==> config.mk <==
export PLATFORM = sky130hd
export DESIGN_NAME = dual_port_ram_ctrl
export DESIGN_NICKNAME = d
export VERILOG_FILES = /design/src/rtl/dp_ram_pkg.sv /design/src/rtl/dp_ram_rd_pipe.sv /design/src/rtl/dual_port_ram_ctrl.sv
export SDC_FILE = /design/constraint.sdc
export NUM_CORES = 2
export LEC_CHECK = 0
export BUFFER_PORTS_ARGS = -buffer_cell sky130_fd_sc_hd__buf_2
export CELL_PAD_IN_SITES_DETAIL_PLACEMENT = 1
export CELL_PAD_IN_SITES_GLOBAL_PLACEMENT = 2
export CORE_UTILIZATION = 42
export DETAILED_ROUTE_END_ITERATION = 12
export PLACE_DENSITY = 0.74
export SYNTH_ARGS = -nofsm -noshare
export SYNTH_HDL_FRONTEND = slang
export SYNTH_SLANG_ARGS = --single-unit
==> constraint.sdc <==
create_clock -name clk -period 2.7 [get_ports clk]
set_clock_uncertainty 0.2 [all_clocks]
set_input_delay 0.54 -clock clk [delete_from_list [all_inputs] [get_ports clk]]
set_output_delay 0.54 -clock clk [all_outputs]
set_load 0.1 [all_outputs]
==> src/rtl/dp_ram_pkg.sv <==
// dp_ram_pkg: shared types and helpers for dual_port_ram_ctrl.
// Parity is even per byte: stored bit is the XOR of the byte.
package dp_ram_pkg;

  typedef enum logic [1:0] {
    COLL_NONE,
    COLL_WW,
    COLL_RW
  } coll_t;

  function automatic logic par8(
    input logic [7:0] b
  );
    return ^b;
  endfunction

  function automatic int lanes(
    input int dw
  );
    return dw / 8;
  endfunction

endpackage

==> src/rtl/dp_ram_rd_pipe.sv <==
// dp_ram_rd_pipe: per-port registered read path with valid strobe,
// optional second output stage and parity error flag.
module dp_ram_rd_pipe
  import dp_ram_pkg::*;
#(
  parameter int DATA_W  = 32,
  parameter int OUT_REG = 0
) (
  input  logic              clk,
  input  logic              rst,
  input  logic              rd_en,
  input  logic [DATA_W-1:0] rd_data,
  input  logic              rd_perr,
  output logic [DATA_W-1:0] rdata,
  output logic              rvalid,
  output logic              par_err
);

  logic [DATA_W-1:0] s1_data;
  logic              s1_v;
  logic              s1_perr;

  // data only loads on a read so rdata holds between reads
  always_ff @(posedge clk or posedge rst) begin
    if (rst) begin
      s1_v    <= 1'b0;
      s1_data <= '0;
      s1_perr <= 1'b0;
    end else begin
      s1_v <= rd_en;
      if (rd_en) begin
        s1_data <= rd_data;
        s1_perr <= rd_perr;
      end
    end
  end

  generate
    if (OUT_REG != 0) begin : g_oreg
      logic [DATA_W-1:0] s2_data;
      logic              s2_v;
      logic              s2_perr;

      always_ff @(posedge clk or posedge rst) begin
        if (rst) begin
          s2_v    <= 1'b0;
          s2_data <= '0;
          s2_perr <= 1'b0;
        end else begin
          s2_v <= s1_v;
          if (s1_v) begin
            s2_data <= s1_data;
            s2_perr <= s1_perr;
          end
        end
      end

      assign rdata   = s2_data;
      assign rvalid  = s2_v;
      assign par_err = s2_v & s2_perr;
    end else begin : g_direct
      assign rdata   = s1_data;
      assign rvalid  = s1_v;
      assign par_err = s1_v & s1_perr;
    end
  endgenerate

endmodule

==> src/rtl/dual_port_ram_ctrl.sv <==
// dual_port_ram_ctrl: true dual-port RAM, byte enables, read-first,
// port 0 wins write collisions. Parity option: DP_RAM_PARITY_EN.
module dual_port_ram_ctrl
  import dp_ram_pkg::*;
#(
  parameter int DATA_W  = 32,
  parameter int ADDR_W  = 6,
  parameter int OUT_REG = 0,
  parameter int CNT_W   = 8
) (
  input  logic                  clk,
  input  logic                  rst,
  input  logic                  en0,
  input  logic                  we0,
  input  logic [DATA_W/8-1:0]   be0,
  input  logic [ADDR_W-1:0]     addr0,
  input  logic [DATA_W-1:0]     wdata0,
  output logic [DATA_W-1:0]     rdata0,
  output logic                  rvalid0,
  input  logic                  en1,
  input  logic                  we1,
  input  logic [DATA_W/8-1:0]   be1,
  input  logic [ADDR_W-1:0]     addr1,
  input  logic [DATA_W-1:0]     wdata1,
  output logic [DATA_W-1:0]     rdata1,
  output logic                  rvalid1,
  output logic                  coll_pulse,
  output logic [CNT_W-1:0]      coll_cnt,
  output logic                  par_err0,
  output logic                  par_err1
);

  localparam int LANES = lanes(DATA_W);
  localparam int DEPTH = 1 << ADDR_W;
  localparam logic [CNT_W-1:0] CNT_MAX = '1;

  logic [DATA_W-1:0] mem [DEPTH];

  logic wr0, wr1, rd0, rd1;
  logic wa0, wa1, same;
  logic perr0, perr1;
  coll_t coll;

  assign wr0  = en0 & we0;
  assign wr1  = en1 & we1;
  assign rd0  = en0 & ~we0;
  assign rd1  = en1 & ~we1;
  assign wa0  = wr0 & (|be0);
  assign wa1  = wr1 & (|be1);
  assign same = en0 & en1 & (addr0 == addr1);

`ifdef DP_RAM_PARITY_EN
  logic [LANES-1:0] par_mem [DEPTH];
  logic [LANES-1:0] wpar0, wpar1;

  function automatic logic [LANES-1:0] par_vec(
    input logic [DATA_W-1:0] d
  );
    logic [LANES-1:0] p;
    p = '0;
    for (int i = 0; i < LANES; i++)
      p[i] = par8(d[8*i +: 8]);
    return p;
  endfunction

  assign wpar0 = par_vec(wdata0);
  assign wpar1 = par_vec(wdata1);
  assign perr0 = |(par_mem[addr0] ^ par_vec(mem[addr0]));
  assign perr1 = |(par_mem[addr1] ^ par_vec(mem[addr1]));
`else
  assign perr0 = 1'b0;
  assign perr1 = 1'b0;
`endif

  // port 1 first so port 0 overrides on shared lanes
  always_ff @(posedge clk) begin
    for (int i = 0; i < LANES; i++) begin
      if (wr1 && be1[i]) begin
        mem[addr1][8*i +: 8] <= wdata1[8*i +: 8];
`ifdef DP_RAM_PARITY_EN
        par_mem[addr1][i] <= wpar1[i];
`endif
      end
    end
    for (int i = 0; i < LANES; i++) begin
      if (wr0 && be0[i]) begin
        mem[addr0][8*i +: 8] <= wdata0[8*i +: 8];
`ifdef DP_RAM_PARITY_EN
        par_mem[addr0][i] <= wpar0[i];
`endif
      end
    end
  end

  always_comb begin
    coll = COLL_NONE;
    unique case (1'b1)
      same & wa0 & wa1:
        coll = COLL_WW;
      same & ((wa0 & rd1) | (rd0 & wa1)):
        coll = COLL_RW;
      default: ;
    endcase
  end

  always_ff @(posedge clk or posedge rst) begin
    if (rst) begin
      coll_pulse <= 1'b0;
      coll_cnt   <= '0;
    end else begin
      coll_pulse <= (coll != COLL_NONE);
      if (coll != COLL_NONE && coll_cnt != CNT_MAX)
        coll_cnt <= coll_cnt + CNT_W'(1);
    end
  end

  // array read is combinational, so the pipe captures pre-write data
  dp_ram_rd_pipe #(
    .DATA_W  (DATA_W),
    .OUT_REG (OUT_REG)
  ) u_rd0 (
    .clk     (clk),
    .rst     (rst),
    .rd_en   (rd0),
    .rd_data (mem[addr0]),
    .rd_perr (perr0),
    .rdata   (rdata0),
    .rvalid  (rvalid0),
    .par_err (par_err0)
  );

  dp_ram_rd_pipe #(
    .DATA_W  (DATA_W),
    .OUT_REG (OUT_REG)
  ) u_rd1 (
    .clk     (clk),
    .rst     (rst),
    .rd_en   (rd1),
    .rd_data (mem[addr1]),
    .rd_perr (perr1),
    .rdata   (rdata1),
    .rvalid  (rvalid1),
    .par_err (par_err1)
  );

endmodule

* After elaboration in Yosys (flattened, before gate mapping) *
Memory sizes are Yosys's and may differ from the RTL's. A register that Yosys moved wholly into a read port is not among the register bits.
Index checks and enable logic that the tools add are counted.

word-level totals
  register bits = 11
  memory bits (writable) = 2048
  bits of input ports = 90
  output and inout port bits = 77
  logic and storage cells = 53
  memories = 1

memory list
  memory  words  width  read ports  clocked after memory_dff  write ports  line                      RTL
  mem     64     32     2           2                         2            dual_port_ram_ctrl.sv:37  logic [DATA_W-1:0] mem [DEPTH];

operators by class
  add/sub/neg operators = 1
  equality and inequality tests = 2
  mux-type cells = 17
  bitwise logic cells = 16
  reduce and logical (&&, ||, !) cells = 12

operators by type and width
  kind                 number
  $mux 1               16
  $and 1x1->1          13
  $logic_and 1x1->1    9
  $add 8x1->8 const B  1
  $ne 8x8->1 const B   1
  $reduce_or 4->1      2
  $eq 6x6->1           1
  $pmux 2 s2           1
  $not 1->1            2
  $reduce_bool 2->1    1
  $or 1x1->1           1

* Longest topological paths before layout *
  word-level depth = 8
  mapped depth = 12
  gate-level depth less buffers = 6

* Cells and area by module *
Synthesis repeated with hierarchy kept, for this count alone.

unflattened totals
  cells, all modules = 9409
  area, all modules = 126226.1 um^2

modules (own cells, without submodules)
  module              instances  cells an instance  area each (um^2)
  dual_port_ram_ctrl  1          9263               123393.3
  dp_ram_rd_pipe      2          73                 1416.4

* Least setup slack after synthesis *
Ideal clock, no wire load.

  kind = input -> register
  start = input addr1[3]
  end = memory mem[17][0], enable pin
  library setup time = 384 ps
  arrival = 2557 ps
  path slack = -441 ps
  cell stages on the path = 6
  cells stage by stage = clkbuf_1 nor3b_1 clkbuf_1 buf_2 nand2_1 o21ai_0

RTL lines
  item             line                      RTL
  start, declared  dual_port_ram_ctrl.sv:23  input logic [ADDR_W-1:0] addr1,
  end, declared    dual_port_ram_ctrl.sv:37

==> results.json <==
{
  "hold_path.class": "in -> reg",
  "leakagePower_nw": 57.14,
  "rsz0062_at_grt": "false",
  "relSlewSlack": 0.08599,
  "drt_iter0_drc": 18980,
  "yosys.cell_count.top_type": "mux2_2",
  "min_period_ns": 2.798,
  "syn_area_mm2": 0.1260,
  "synth_seq_area_share": 0.5028,
  "grt_use_met2": 0.6960,
  "fillers": 28720,
  "drcViolationCount": 0,
  "coreArea_mm2": 0.2978,
  "cp-start-kind": "input port",
  "portBuffers": 164,
  "antenna_found_initial": 97,
  "outcome": "complete, but fails checks",
  "clk_pin_slew_worst_paths_ns": 0.07,
  "setup_viol": 27,
  "htreeDepth": 5,
  "critPathArrivalTime_ns": 3.39,
  "synth_edf_count": 2048,
  "grt_pass1_wl_mm": 992.0,
  "synth_common_cells": "2359 x mux2_2, 2048 x edfxtp_1, 633 x clkbuf_1",
  "wl_per_cell_um": 49.47,
  "detail-route-antenna-nets": 0,
  "grt_use_met1": 0.6141,
  "post-route-util": 0.5476,
  "grt_use_met3": 0.1532,
  "stdcell_area_mm2": 0.1631,
  "cp_cell_sequence": "buf_8, buf_12, buf_12, mux4_2, a221oi_2, nand3_1, a211oi_4, a41oi_1",
  "pre_cts_ws_ns": -1.769,
  "setup_tns_ns": -0.7444,
  "critPathMaxFanout": 20,
  "power_density_mw_per_mm2": 533.5,
  "synthTopCellsByArea": "edfxtp_1 49%, mux2_2 21%, mux4_2 6.1%",
  "peakVddDrop_mv": 0.8299,
  "clkLatencyLatePin_ns": 0.96,
  "setup_ws_ns": -0.09834,
  "fin_nets": 11070,
  "synth_top_flop_cell": "edfxtp_1",
  "finalHoldViolCount": 0,
  "layout-drive-gt1-share": 0.5272,
  "tightestPinTransition_ns": 1.365,
  "postSynthCellCount": 9348,
  "end_kind": "flop",
  "required_ns": 3.29,
  "io_pins": 167,
  "fin_crit_sh": 1.036,
  "dieArea_mm2": 0.3023,
  "synth_top_cell_by_area": "edfxtp_1",
  "area_growth_pct": 29.38,
  "cts_root_buffer": "clkbuf_16",
  "yosys_warnings": 0,
  "finalPower_mw": 87.00,
  "yosysTopAreaCellShare": 0.4880,
  "fmax_mhz": 357.4,
  "die_y_um": 549.8,
  "vias_per_cell": 7.318,
  "crit_slowest_cell": "a221oi_2",
  "dr.pass1.iters": 8,
  "grt_max_degree": 65,
  "syn_area_per_cell_um2": 13.48,
  "async_flop_share": 0.03533,
  "rows": 200,
  "first_global_vias": 108200,
  "overflow": 0,
  "cpMostUsedCell": "buf_12",
  "ys_seq_elements": 2123,
  "start_util": 0.4232,
  "hpwl_mm": 557.3,
  "slowest_delay_ns": 0.60,
  "failed_checks": "negative setup slack",
  "maxCapViolCount": 0,
  "clk_path_buf_depth": 4,
  "fp.dieW_um": 549.8,
  "routed_wl_mm": 751.1,
  "dpl_cell_area_mm2": 0.1544,
  "slew_viol_final": 0,
  "busiest_layer": "met2",
  "cts_inserted_buffers": 262,
  "clock_sinks": 2123,
  "grtUsageTotal": 0.4866,
  "worst-setup-path-type": "in -> reg",
  "tritoncts": "yes",
  "synth_cell_type_count": 80,
  "via_count": 111100,
  "place.gp.congestion": 1.071
}
worst paths after layout:
check | from | cells after the start | slack [ns] | endpoint
min in group asynchronous | rst | 4 | 0.54 | u_rd1.rdata[22]
worst min register to register | coll_cnt[6] | 1 | 0.29 | coll_cnt[6]
worst max-delay path | addr0[0] | 8 | -0.1 | u_rd0.rdata[25]
worst min-delay path | wdata1[26] | 2 | 0.03 | mem[1][26]
max in group asynchronous | rst | 5 | 1.08 | u_rd1.rdata[29]
worst max register to register | mem[11][25] | 5 | -0.04 | u_rd0.rdata[25]
critical path: cells and delay by family:
| kind | cells | cell delay (ns) |
|---|---|---|
| buffers and inverters | 3 | 0.75 |
| AO/OA/AOI/OAI | 3 | 1.21 |
| AND/OR/NAND/NOR | 1 | 0.25 |
| multiplexers | 1 | 0.55 |
layout by cell type, fill, tap and decap left out, types with 264 or more instances in the layout:
cell	count
a221oi_1	378
buf_12	727
edfxtp_1	2048
a22oi_1	328
mux2_2	2359
mux4_2	342
o22ai_1	290
buf_4	1584
mux2i_1	410
clkbuf_16	264
nand2_1	369
stage by stage:
step	hold WS, ns	std cells
2_1_floorplan	0.4148	9349
3_3_place_gp	0.2787	14640
3_5_place_dp	0.2882	14640
4_1_cts	0.009810	15120
5_1_grt	0.06102	15130
6_report	0.02955	15180
power breakdown:
group	internal (mW)	total (mW)	leakage [nW]	switching (mW)
Combinational	5.29	14.7	33.8	9.40
Sequential	36.4	36.9	19.3	0.499
Clock	19.9	35.4	4.02	15.5
logic make-up after synthesis:
| logic type | synth area share |
|---|---|
| muxes | 0.3072 |
| DFF | 0.5028 |
| AOI/OAI and AO/OA | 0.1158 |
| buffers and inverters | 0.03906 |
| and+or+nand+nor | 0.03399 |
| xor gates and xnor gates | 0.0009034 |
| adders and majority gates | 0.00009926 |
| other | 0.00002975 |
metal layers:
metal / share of wire / up-vias
li1: - / 41150
met1: 0.36 / 57750
met2: 0.41 / 9675
met3: 0.13 / 2490
met5: 0.00060 / -
met4: 0.091 / 54
cell type report:
type / instances / area, um^2 / area share
Sequential cell: 2123 / 63380 / 0.3887
Multi-Input combinational cell: 6116 / 58930 / 0.3614
Timing Repair Buffer: 2470 / 27360 / 0.1678
Clock buffer: 334 / 6939 / 0.04256
Tap cell: 3939 / 4928 / 0.03022
Clock inverter: 133 / 1311 / 0.008042
Antenna cell: 59 / 147.6 / 0.0009054
Inverter: 9 / 61.31 / 0.0003760
registers in the layout, indices dropped and copies added (netlist names):
name and flops:
mem 2048, coll_cnt 8, u_rd0.rdata 32, u_rd1.rdata 32
coll_pulse 1, u_rd1.rvalid 1, u_rd0.rvalid 1
what timing repair did:
action / in CTS / in global routing
hold buffers: 10 / 0
endpoints found under the setup margin: 22 / 9
setup buffers: 5 / 2
resized for setup: 22 / 8
endpoints found under the hold margin: 97 / 0
pin swaps: 0 / 1
Power figures use the tool's default switching activity.
